### config.mk
export PLATFORM = sky130hd
export DESIGN_NAME = mux4_sel_arb
export DESIGN_NICKNAME = d
export VERILOG_FILES = /design/src/rtl/mux4_sel_arb_pkg.sv /design/src/rtl/rr_pick4.sv /design/src/rtl/mux4_sel_arb.sv
export SDC_FILE = /design/constraint.sdc
export NUM_CORES = 1
export LEC_CHECK = 0
export CAP_MARGIN = 0
export CORE_MARGIN = 5
export CORE_UTILIZATION = 40
export CTS_BUF_LIST = sky130_fd_sc_hd__clkbuf_8
export CTS_CLUSTER_SIZE = 30
export DETAILED_ROUTE_END_ITERATION = 12
export PLACE_DENSITY = 0.67
export SLEW_MARGIN = 30
export SYNTH_ARGS = -nofsm -noshare
export SYNTH_HDL_FRONTEND = slang
export SYNTH_SLANG_ARGS = --single-unit
### constraint.sdc
create_clock -name CK -period 2.5 [get_ports CK]
set_input_delay 0.5 -clock CK [delete_from_list [all_inputs] [get_ports CK]]
set_output_delay 0.5 -clock CK [all_outputs]
set_load 0.02 [all_outputs]
### src/rtl/mux4_sel_arb_pkg.sv
// -----------------------------------------------------------------------------
// mux4_sel_arb_pkg
//   Shared types and constants for the MUX4 select sequencer.
//   - state_e    : sequencer state (IDLE / BUSY)
//   - SEL_D0..D3 : {SD2,SD1} select codes for the four MUX4 data inputs
//   - CNT_W      : width of the grant hold counter (covers MAX_HOLD up to 255)
//   - onehot4()  : converts an owner index to a one-hot grant vector
// -----------------------------------------------------------------------------
package mux4_sel_arb_pkg;

  typedef enum logic {
    IDLE = 1'b0,
    BUSY = 1'b1
  } state_e;

  localparam logic [1:0] SEL_D0 = 2'b00;
  localparam logic [1:0] SEL_D1 = 2'b01;
  localparam logic [1:0] SEL_D2 = 2'b10;
  localparam logic [1:0] SEL_D3 = 2'b11;

  localparam int CNT_W = 8;

  function automatic logic [3:0] onehot4(input logic [1:0] idx);
    logic [3:0] v;
    v = 4'b0000;
    v[idx] = 1'b1;
    return v;
  endfunction

endpackage : mux4_sel_arb_pkg

### src/rtl/rr_pick4.sv
// -----------------------------------------------------------------------------
// rr_pick4
//   Combinational 4-way round-robin picker. The winner is the first set
//   request bit found searching upward from ptr_i, wrapping 3 -> 0.
//   Ports:
//     req_i    [3:0] request vector
//     ptr_i    [1:0] highest-priority index for this search
//     winner_o [1:0] winning index (equals ptr_i when nothing is requested)
//     any_o          at least one request is present
// -----------------------------------------------------------------------------
module rr_pick4 (
  input  logic [3:0] req_i,
  input  logic [1:0] ptr_i,
  output logic [1:0] winner_o,
  output logic       any_o
);

  logic [1:0] cand;

  // NOTE: every signal written in always_comb receives a default before any
  // conditional assignment, so no path can leave it unassigned (no latch).
  always_comb begin
    winner_o = ptr_i;
    any_o    = |req_i;
    cand     = ptr_i;
    // Walk offsets from farthest to nearest so the nearest requester,
    // assigned last, wins.
    for (int k = 3; k >= 0; k--) begin
      cand = ptr_i + 2'(k);
      if (req_i[cand]) winner_o = cand;
    end
  end

endmodule : rr_pick4

### src/rtl/mux4_sel_arb.sv
// -----------------------------------------------------------------------------
// mux4_sel_arb
//   Round-robin select sequencer placed directly in front of a MUX4 cell.
//   Four requesters are arbitrated; the owner's index drives the registered
//   MUX4 selects SD2/SD1. A grant is held while the owner keeps requesting
//   and has not signalled LAST, up to MAX_HOLD consecutive cycles, after
//   which it is force-released and TIMEOUT pulses for one cycle.
//
//   Parameters:
//     MAX_HOLD  max consecutive grant cycles per owner (1..255)
//   Ports:
//     CK       clock, rising edge
//     RSTN     asynchronous active-low reset
//     REQ[3:0] request per MUX4 data input (bit i -> Di)
//     LAST     owner's final beat (only meaningful while VALID=1)
//     LOCK     (only with MUX4_SEL_ARB_LOCK_EN) freezes the hold counter
//     GNT[3:0] one-hot registered grant, 0000 when idle
//     SD1/SD2  MUX4 select LSB/MSB of the owner index
//     VALID    selected Di is presented at Z this cycle
//     TIMEOUT  one-cycle pulse after a MAX_HOLD forced release
//
//   Build option: define MUX4_SEL_ARB_LOCK_EN to add the LOCK input.
// -----------------------------------------------------------------------------
module mux4_sel_arb
  import mux4_sel_arb_pkg::*;
#(
  parameter int unsigned MAX_HOLD = 16
) (
  input  logic       CK,
  input  logic       RSTN,
  input  logic [3:0] REQ,
  input  logic       LAST,
`ifdef MUX4_SEL_ARB_LOCK_EN
  input  logic       LOCK,
`endif
  output logic [3:0] GNT,
  output logic       SD1,
  output logic       SD2,
  output logic       VALID,
  output logic       TIMEOUT
);

  localparam logic [CNT_W-1:0] HOLD_END = CNT_W'(MAX_HOLD - 1);
  // With a 1-cycle hold every grant hits the limit, so TIMEOUT is reported
  // only when the owner actually wanted to continue.
  localparam bit SINGLE_BEAT = (MAX_HOLD == 1);

  state_e           state_q, state_d;
  logic [1:0]       owner_q, owner_d;
  logic [1:0]       ptr_q,   ptr_d;
  logic [CNT_W-1:0] cnt_q,   cnt_d;
  logic [3:0]       gnt_q,   gnt_d;
  logic             valid_q, valid_d;
  logic             tmo_q,   tmo_d;

  logic       lock_w;
  logic       owner_req;
  logic       cnt_hit;
  logic       release_w;
  logic [1:0] pick_ptr;
  logic [1:0] winner;
  logic       any_req;

`ifdef MUX4_SEL_ARB_LOCK_EN
  assign lock_w = LOCK;
`else
  assign lock_w = 1'b0;
`endif

  assign owner_req = REQ[owner_q];
  assign cnt_hit   = (cnt_q == HOLD_END) && !lock_w;
  assign release_w = (state_q == BUSY) && (!owner_req || LAST || cnt_hit);

  // On release the pointer moves past the owner in the same cycle, so the
  // picker already sees the rotated priority and the handover has no bubble.
  assign pick_ptr = release_w ? (owner_q + 2'd1) : ptr_q;

  rr_pick4 u_pick (
    .req_i    (REQ),
    .ptr_i    (pick_ptr),
    .winner_o (winner),
    .any_o    (any_req)
  );

  always_comb begin
    state_d = state_q;
    owner_d = owner_q;
    ptr_d   = ptr_q;
    cnt_d   = cnt_q;
    gnt_d   = gnt_q;
    valid_d = valid_q;
    tmo_d   = 1'b0;

    unique case (state_q)
      IDLE: begin
        if (any_req) begin
          state_d = BUSY;
          owner_d = winner;
          gnt_d   = onehot4(winner);
          valid_d = 1'b1;
          cnt_d   = '0;
        end
      end

      BUSY: begin
        if (release_w) begin
          ptr_d = owner_q + 2'd1;
          tmo_d = cnt_hit && (!SINGLE_BEAT || (owner_req && !LAST));
          if (any_req) begin
            owner_d = winner;
            gnt_d   = onehot4(winner);
            cnt_d   = '0;
          end else begin
            // owner_q is left untouched so SD2/SD1 hold while idle.
            state_d = IDLE;
            gnt_d   = 4'b0000;
            valid_d = 1'b0;
          end
        end else if (!lock_w) begin
          cnt_d = cnt_q + CNT_W'(1);
        end
      end

      default: state_d = IDLE;
    endcase
  end

  // NOTE: state registers use non-blocking assignments so every flop samples
  // the pre-edge values computed above, independent of statement order.
  // The reset is asynchronous so a mid-burst reset drops the grant at once.
  always_ff @(posedge CK or negedge RSTN) begin
    if (!RSTN) begin
      state_q <= IDLE;
      owner_q <= SEL_D0;
      ptr_q   <= 2'd0;
      cnt_q   <= '0;
      gnt_q   <= 4'b0000;
      valid_q <= 1'b0;
      tmo_q   <= 1'b0;
    end else begin
      state_q <= state_d;
      owner_q <= owner_d;
      ptr_q   <= ptr_d;
      cnt_q   <= cnt_d;
      gnt_q   <= gnt_d;
      valid_q <= valid_d;
      tmo_q   <= tmo_d;
    end
  end

  assign GNT   = gnt_q;
  assign SD1   = owner_q[0];
  assign SD2   = owner_q[1];
  assign VALID = valid_q;

`ifdef MUX4_SEL_ARB_LOCK_EN
  assign TIMEOUT = tmo_q & ~LOCK;
`else
  assign TIMEOUT = tmo_q;
`endif

endmodule : mux4_sel_arb

==> summary.txt <==
Full die area: 3930 um2
TritonRoute pass-1 iters: 4
Worst Path Max Fanout: 6
1st-iter DRT viols: 41
Number of I/O port buffers: 14
Placed wire-length estimate: 2280 um
Clock Latency Late Sink: 250 ps
Area Overhead vs Synth: 36.0%
PwrDens: 1040 nW/um2
RSZ-0062 raised after global routing: yes
Routed wire length: 2890 um
TNS Setup: 0 ps
Fmax: 401 MHz
CP Launch Type: flip-flop
Skew final: 1.06 ps
Xor/xnor cell area share of the yosys netlist: 0.0158
Mapped Cells: 115
Root Buffer: clkbuf_8
Site row count: 19
Chip width: 62.7 um
Leakage: 0.684 nW
Main combinational cell family by area after synthesis: compound AO/OA/AOI/OAI gates
CTS tree: built
Antenna Cells: 0
CP arrival: 2680 ps
Core region area: 2710 um2
First-pass GRT wire length: 5150 um
Final ANT Viol Nets: 0
Compound-cell area share of the yosys netlist: 0.277
Starting Density: 0.410
Yosys cell types: 37
Drc violations: 0
Worst endpoint required time: 2680 ps
GRT Overall Usage: 0.160
Worst-path clk slew: 70 ps
Wire per inst: 15.6 um
Largest net degree at the start of global routing: 20
Crit path kind: flip-flop to flip-flop
Max_slew headroom: 0.710
Clock buffer depth: 2
# Post-CTS Setup Buffers: 0
Mean Syn Cell Area: 9.66 um2
Via density: 5.98
Pre-CTS WS: -413 ps
Simple-Gate Fraction of Synth Area: 0.181
Num ports: 15
Peak VDD IR: 0.000650 V
Vias: 1106
Tcrit/Tclk final: 0.997
Seq cells post-synth: 19
Run status: complete, no violations
Vert. Die Dim: 62.7 um
Synthesized cell area: 1110 um2
Synth Area in Adders: 0.0203
Hold Crit Class: flip-flop to flip-flop
Worst slew pin tran: 434 ps
Final setup violation count: 0
CTS sink cnt: 19
Vias in the first global route: 1104
Final Util: 0.558
Critical Path Sink Type: flip-flop
Register area share after synthesis: 0.428
TritonCTS buffer count: 3
Initial antenna violation count: 0
# placed instances: 181
Max cap viols: 0
Fin crit period: 2490 ps
Layout cells sized above 1: 0.234
Total gr overflow: 0
Warnings, synthesis: 0
Final nets: 163
GPL Wtd Cong: 0.955
Mux cell area share after synthesis: 0.0473
Worst reg-to-reg setup slack: 7 ps
H-tree depth: 1
Hold Fails Final Rpt: 0
Setup WS post-layout: 6.53 ps
Cell Count, Final, Fillers Out: 185
Final slew viol count: 0
Syn Nets: 123
Post-CTS Hold Buffers: 0
## cell type report
cell class	count	area, um2
well taps	31	38.8
clock inverters	1	3.75
fillers	260	1200
clock buffers	3	41.3
flip-flops and latches	19	475
inverters	8	30.0
repair buffers	36	300
multi-input cells	87	622
## path summary, 6_finish.rpt
kind	start	to	depth (start not counted)
hold reg to reg	cnt_q[7]	cnt_q[7]	1
setup reg to reg	cnt_q[5]	GNT[0]	7
min in group asynchronous	RSTN	cnt_q[3]	2
max in group asynchronous	RSTN	GNT[1]	2
setup / recovery	cnt_q[5]	GNT[0]	7
hold / removal	cnt_q[7]	cnt_q[7]	1
## cell families (layout without fill, tap and decap cells)
group                    count (synthesis)  in the layout
AO/OA/AOI/OAI                           42             42
adder cells (fa/ha/maj)                  2              2
multiplexers                             4              4
buffers and inverters                    9             48
XOR/XNOR                                 2              2
flip-flops                              19             19
AND/OR/NAND/NOR                         37             37
## placed cells by master (no fill, tap or decap), drive strengths merged
cell | synthesis | layout
a211o | 1 | 1
a211oi | 1 | 1
a21o | 1 | 1
a21oi | 5 | 5
a22o | 2 | 2
a22oi | 5 | 5
a31oi | 2 | 2
a32o | 1 | 1
a32oi | 5 | 5
and3 | 2 | 2
and4b | 1 | 1
buf | 0 | 22
clkbuf | 1 | 3
clkdlybuf4s50 | 0 | 10
dfrtp | 19 | 19
dlygate4sd2 | 0 | 4
ha | 1 | 1
inv | 8 | 9
maj3 | 1 | 1
mux2i | 3 | 3
mux4 | 1 | 1
nand2 | 14 | 14
nand2b | 1 | 1
nand3 | 5 | 5
nand4 | 1 | 1
nor2 | 8 | 8
nor3 | 2 | 2
nor4 | 1 | 1
o2111ai | 3 | 3
o211a | 1 | 1
o211ai | 2 | 2
o21ai | 12 | 12
o31ai | 1 | 1
or3 | 1 | 1
or4 | 1 | 1
xor2 | 2 | 2
## registers in the layout, indices dropped and copies added (netlist names)
signal,flops
cnt_q,8
GNT,4
owner_q,2
VALID,1
state_q,1
TIMEOUT,1
ptr_q,2
## Yosys cell counts
cell       count  area (um2)
a211o_1        1        8.76
a211oi_1       1        7.51
a21o_1         1        7.51
a21oi_1        4        20.0
a21oi_2        1        8.76
a22o_1         2        17.5
a22oi_1        5        37.5
a31oi_1        1        6.26
a31oi_2        1        12.5
a32o_2         1        11.3
a32oi_1        5        43.8
and3_1         2        12.5
and4b_1        1        10.0
clkbuf_1       1        3.75
dfrtp_1       19         475
ha_1           1        12.5
inv_1          8        30.0
maj3_1         1        10.0
mux2i_1        3        30.0
mux4_2         1        22.5
nand2_1       14        52.6
nand2b_1       1        6.26
nand3_1        5        25.0
nand4_1        1        6.26
nor2_1         8        30.0
nor3_1         1        5.00
nor3_2         1        10.0
nor4_4         1        21.3
o2111ai_1      3        26.3
o211a_4        1        17.5
o211ai_1       2        15.0
o21ai_0        8        40.0
o21ai_1        4        20.0
o31ai_1        1        7.51
or3_4          1        11.3
or4_4          1        11.3
xor2_1         2        17.5
## critical path, cell delays in order (launching register included)
cell,delay [ps]
dfrtp_1,380
or4_4,580
o211a_4,280
or3_4,340
a32o_2,290
nor4_4,310
a32oi_1,160
o21ai_1,100
## repair_timing
item / in CTS / in global routing
endpoints found under the setup margin: 5 / 5
pin swaps: 6 / 2
gates resized for setup: 4 / 3
## stage by stage
| step | area, um2 | power, mW | hold WS [ps] |
|---|---|---|---|
| finish | 1510 | 1.57 | 501 |
| global route | 1510 | 1.69 | 566 |
| CTS | 1490 | 1.55 | 498 |
| detailed placement | 1450 | 1.34 | 489 |
| global placement | 1450 | 1.30 | 469 |
| floorplan | 1110 | 0.951 | 204 |
## where the power goes
part	internal (mW)	switching, mW	leakage [nW]
combinational	0.451	0.467	0.412
sequential	0.380	0.0619	0.245
clock	0.109	0.0992	0.0269
## metal layers
metal	wire (um)	GRT usage
met5	0	0
met1	1320	0.208
met4	63	0.0716
met3	131	0.0270
met2	1370	0.258
(Power assumes the default switching activity.)
==> patch 1, RTL diff (same settings) <==
The package constant `CNT_W` goes from 8 to 12.
--- a/src/rtl/mux4_sel_arb_pkg.sv
+++ b/src/rtl/mux4_sel_arb_pkg.sv
@@ -20,3 +20,3 @@
 
-  localparam int CNT_W = 8;
+  localparam int CNT_W = 12;
 
Function: same outputs for any inputs over 10 cycles, from zero or initial values and one cycle with RSTN low; that may be too few to reach the edited logic, so the function may still have changed.
==> patch 1 against the unedited design <==
  * Sequential share of layout area up 3.2 points
  * Synthesized area up 11%
  * Power down 2.8%
  * Critical endpoint is now GNT[2]
  * Global-route usage down 1.2 points
  * Cell area up 10%
  * Critical path type is now primary input to flip-flop
  * Sequential cell count up 4
  * Wire length up 4.6%
  * Hold slack better by 4.5 ps
  * Synthesized cell count up 6.1%
  * Setup slack better by 100 ps
==> patch 1: results (changes against the unedited design) <==
.. list-table::
   :header-rows: 1

   * - Metric
     - Value
   * - Worst-case vdd ir drop
     - 0.5858 mV (-9.9%)
   * - Slowest cell on the critical path
     - sky130_fd_sc_hd__mux4_2
   * - Leak pwr
     - 0.7210 nW (+5.4%)
   * - Gp weighted congestion
     - 0.9173 (-4.0%)
   * - Cell area after placement
     - 1534 µm² (+5.7%)
   * - Post-Syn Nets
     - 130 (+5.7%)
   * - Post-Route Skew
     - 3.643 ps (+2.585 ps)
   * - Top cells by count, synth
     - sky130_fd_sc_hd__dfrtp_1, sky130_fd_sc_hd__nand2_1, sky130_fd_sc_hd__o21ai_0
   * - Post-layout net count
     - 165 (+1.2%)
   * - Multiplexer area fraction after synthesis
     - 4.247% (-0.48 points)
   * - Average wire per cell in the routed design
     - 15.99 µm (+2.4%)
   * - Share of the synthesized area in compound gates (AO/OA/AOI/OAI)
     - 23.46% (-4.2 points)
   * - Post-placement worst setup slack
     - -338.9 ps (+73.76 ps)
   * - Register ranked first by flip-flop count
     - cnt_q
   * - Total vias in the final route
     - 1065 (-3.7%)
   * - Xor/xnor cell area share of the yosys netlist
     - 1.416% (-0.16 points)
   * - Kind of cell with the highest combined delay on the critical path
     - compound AO/OA/AOI/OAI gates
   * - Sequential cell area fraction in the yosys report
     - 46.51% (+3.7 points)
   * - Top post-synthesis cells by area
     - sky130_fd_sc_hd__dfrtp_1, sky130_fd_sc_hd__nand2_1, sky130_fd_sc_hd__o21ai_0
   * - DR iter-0 viols
     - 34 (-17%)
   * - Number of global-route vias before repair
     - 1095 (-0.82%)
   * - Worst-path maximum fanout
     - 3 (-3)
   * - Transition time at the pin with the least slew margin
     - 378.2 ps (-55.48 ps)
   * - Synth warnings
     - 0 (unchanged)
   * - Adder-cell share of the synthesized area
     - 1.011% (-1.0 points)
   * - Post-synth cell types
     - 39 (+5.4%)
   * - Clock Path Buffers
     - 2 (unchanged)
   * - Overall track demand over capacity in global routing
     - 14.77% (-1.2 points)
   * - Result of the run
     - complete, no violations
   * - Number of flip-flops under the largest register name
     - 12 (+4)
   * - Wire length of the first global-routing pass
     - 4974 µm (-3.5%)
   * - Layout cell share with drive strength beyond 1
     - 28.85% (+5.5 points)
   * - Final HPWL DP
     - 2228 µm (-2.3%)
   * - Number of filler instances in the final layout
     - 265 (+1.9%)
   * - Longest individual stage delay on the worst path
     - 490 ps (-90 ps)
patch 1: worst paths after layout:
path | end | slack, ps | depth (start not counted) | from
worst min-delay path | GNT[1] | 510 | 2 | GNT[1]
max in group asynchronous | cnt_q[5] | 1660 | 2 | RSTN
worst max register to register | GNT[2] | 130 | 7 | cnt_q[5]
min in group asynchronous | cnt_q[0] | 590 | 2 | RSTN
worst min register to register | GNT[1] | 510 | 2 | GNT[1]
worst max-delay path | GNT[2] | 110 | 8 | REQ[3]
patch 1: cell type report:
| class | count | area [µm²] | area share (%) |
|---|---|---|---|
| inverters | 7 | 26.28 | 1.578 |
| clock inverters | 1 | 5.005 | 0.3005 |
| clock buffers | 3 | 41.29 | 2.479 |
| repair buffers | 33 | 277.8 | 16.68 |
| well taps | 33 | 41.29 | 2.479 |
| multi-input cells | 89 | 696.9 | 41.85 |
| flip-flops and latches | 23 | 576.8 | 34.64 |
patch 1: metal layers:
| metal | GRT usage [%] | routed length [µm] |
|---|---|---|
| met1 | 18.43 | 1309 |
| met2 | 25.53 | 1584 |
| met3 | 3.932 | 114 |
| met4 | 2.850 | 14 |
| met5 | 0 | 0 |
patch 1: per-stage QoR:
stage | TNS, ps | util [%] | instances
after floorplan | 0 | - | 122
after global placement | -1489 | 51.08 | 185
after detailed placement | -1872 | 51.08 | 185
after CTS | 0 | 53.00 | 189
after global routing | -30.21 | 55.46 | 189
final | 0 | 55.46 | 189
patch 1: where the power goes:
group	switching (mW)	total, mW	internal, mW	leakage [nW]
Clock	0.118	0.229	0.111	0.0255
Sequential	0.0676	0.514	0.446	0.298
Combinational	0.391	0.781	0.390	0.398
Total	0.577	1.52	0.947	0.721
patch 1: timing repair:
action,CTS,global route
pin swaps,7,8
endpoints found under the setup margin,4,5
gates resized for setup,7,11
==> patch 2, RTL diff (config.mk and constraints unchanged) <==
Made on the original files. Remove the register `tmo_q`: a continuous assignment takes its place, so the output `TIMEOUT` follows one clock earlier.
--- a/src/rtl/mux4_sel_arb.sv
+++ b/src/rtl/mux4_sel_arb.sv
@@ -138,3 +138,2 @@
       valid_q <= 1'b0;
-      tmo_q   <= 1'b0;
     end else begin
@@ -146,5 +145,6 @@
       valid_q <= valid_d;
-      tmo_q   <= tmo_d;
     end
   end
+
+  assign tmo_q = tmo_d;
 
Function: same outputs for any inputs over 10 cycles, from zero or initial values and one cycle with RSTN low; that may be too few to reach the edited logic, so the function may still have changed.
==> patch 2 against the unedited design <==
  * Clock power up 18%
  * Cell area up 0.17%
  * Via count down 3.1%
  * Count of clock-buffer cells in the layout up 1
  * Power up 1.9%
  * Wire length down 1.9%
  * Sequential cell count down 1
  * Setup slack better by 6.2 ps
  * First-iteration DRC count down 24%
  * Synthesized area down 2.3%
==> patch 2: results (changes against the unedited design) <==
.. list-table::
   :header-rows: 1

   * - Metric
     - Value
   * - Final HPWL DP
     - 2188 µm (-4.0%)
   * - Multiplexer area fraction after synthesis
     - 4.839% (+0.11 points)
   * - Overall track demand over capacity in global routing
     - 15.36% (-0.63 points)
   * - Result of the run
     - complete, no violations
   * - Cell area after placement
     - 1433 µm² (-1.3%)
   * - Number of port buffers
     - 14 (unchanged)
   * - Total vias in the final route
     - 1072 (-3.1%)
   * - Peak clock frequency supported by timing
     - 402.0 MHz (+0.25%)
   * - Post-Syn Nets
     - 122 (-0.81%)
   * - Sequential cell area fraction in the yosys report
     - 41.47% (-1.3 points)
   * - Number of filler instances in the final layout
     - 223 (-14%)
   * - TritonRoute pass-1 iters
     - 5 (+1)
   * - Xor/xnor cell area share of the yosys netlist
     - 1.613% (+0.036 points)
   * - Pin count of the biggest net entering global routing
     - 19 (-5.0%)
   * - Adder-cell share of the synthesized area
     - 2.074% (+0.047 points)
   * - Share of the synthesized area in compound gates (AO/OA/AOI/OAI)
     - 28.34% (+0.64 points)
   * - Gp weighted congestion
     - 0.9111 (-4.6%)
   * - Post-placement worst setup slack
     - -453.4 ps (-40.70 ps)
   * - Worst slew margin relative to its limit
     - 69.72% (-1.3 points)
   * - Initial antenna violation count
     - 0 (unchanged)
   * - Leak pwr
     - 0.6877 nW (+0.58%)
   * - Post-layout net count
     - 164 (+0.61%)
   * - Data arrival time of the critical path
     - 2670 ps (about the same)
   * - Hold slack final
     - 485.7 ps (-14.98 ps)
   * - Top cells by count, synth
     - sky130_fd_sc_hd__dfrtp_1, sky130_fd_sc_hd__nand2_1, sky130_fd_sc_hd__inv_1, sky130_fd_sc_hd__nor2_1, sky130_fd_sc_hd__o21ai_0
   * - Average wire per cell in the routed design
     - 15.31 µm (-1.9%)
   * - Top post-synthesis cells by area
     - sky130_fd_sc_hd__dfrtp_1, sky130_fd_sc_hd__nand2_1, sky130_fd_sc_hd__a32oi_1
   * - Post-Route Skew
     - 1.509 ps (+0.4507 ps)
   * - Layout cell share with drive strength beyond 1
     - 25.81% (+2.4 points)
   * - DR iter-0 viols
     - 31 (-24%)
[patch 2: cell types whose count changed after synthesis, sizes merged]
| cell | delta |
|---|---|
| dfrtp | -1 |
[patch 2: final cells by class]
class / instances / area share [%]
clock buffers: 4 / 3.636
inverters: 8 / 1.983
flip-flops and latches: 18 / 29.75
repair buffers: 38 / 20.74
well taps: 30 / 2.479
multi-input cells: 87 / 41.41
[patch 2: kinds of logic after synthesis]
family	after synthesis
adder cells (fa/ha/maj)	2
buffers and inverters	9
AND/OR/NAND/NOR	37
flip-flops	18
multiplexers	4
AO/OA/AOI/OAI	42
XOR/XNOR	2
[patch 2: critical path: stages, from the launching register on]
cell and delay [ps]:
sky130_fd_sc_hd__dfrtp_1 380, sky130_fd_sc_hd__or4_4 580, sky130_fd_sc_hd__o211a_4 270, sky130_fd_sc_hd__or3_4 340, sky130_fd_sc_hd__a32o_2 290, sky130_fd_sc_hd__nor4_4 280
sky130_fd_sc_hd__a22oi_1 110, sky130_fd_sc_hd__o21ai_1 160
[patch 2: per-layer routing]
metal  vias to the layer above  global-route usage (%)  wire (µm)
li1                        521                       -          -
met1                       512                   19.02       1296
met2                        35                   24.87       1354
met3                         4                   1.799        117
met4                         0                   10.03         65
met5                         -                       0          0
[patch 2: per-stage QoR]
stage / instances / power (mW) / util [%]
after global routing: 185 / 1.706 / 59.49
after detailed placement: 180 / 1.315 / 56.29
final: 185 / 1.598 / 59.49
after CTS: 185 / 1.587 / 58.95
after global placement: 180 / 1.284 / 56.29
after floorplan: 114 / 0.9346 / -
[patch 2: report_power, final]
| group | switching, mW | total [mW] | leakage [nW] | internal [mW] |
|---|---|---|---|---|
| Clock | 0.105 | 0.245 | 0.0288 | 0.140 |
| Sequential | 0.0588 | 0.422 | 0.231 | 0.363 |
| Combinational | 0.465 | 0.931 | 0.428 | 0.466 |
| Total | 0.628 | 1.60 | 0.688 | 0.969 |
[patch 2: worst paths after layout]
kind,start,end,cells after the start
setup / recovery,cnt_q[5],GNT[0],7
hold / removal,cnt_q[7],cnt_q[7],1
setup reg to reg,cnt_q[5],GNT[0],7
hold reg to reg,cnt_q[7],cnt_q[7],1
max in group asynchronous,RSTN,state_q,2
min in group asynchronous,RSTN,cnt_q[0],2
[patch 2: what timing repair did]
item	CTS	global route
resized for setup	7	2
hold buffers	0	0
setup buffers	1	0
endpoints found under the setup margin	5	5
pin swaps	11	7
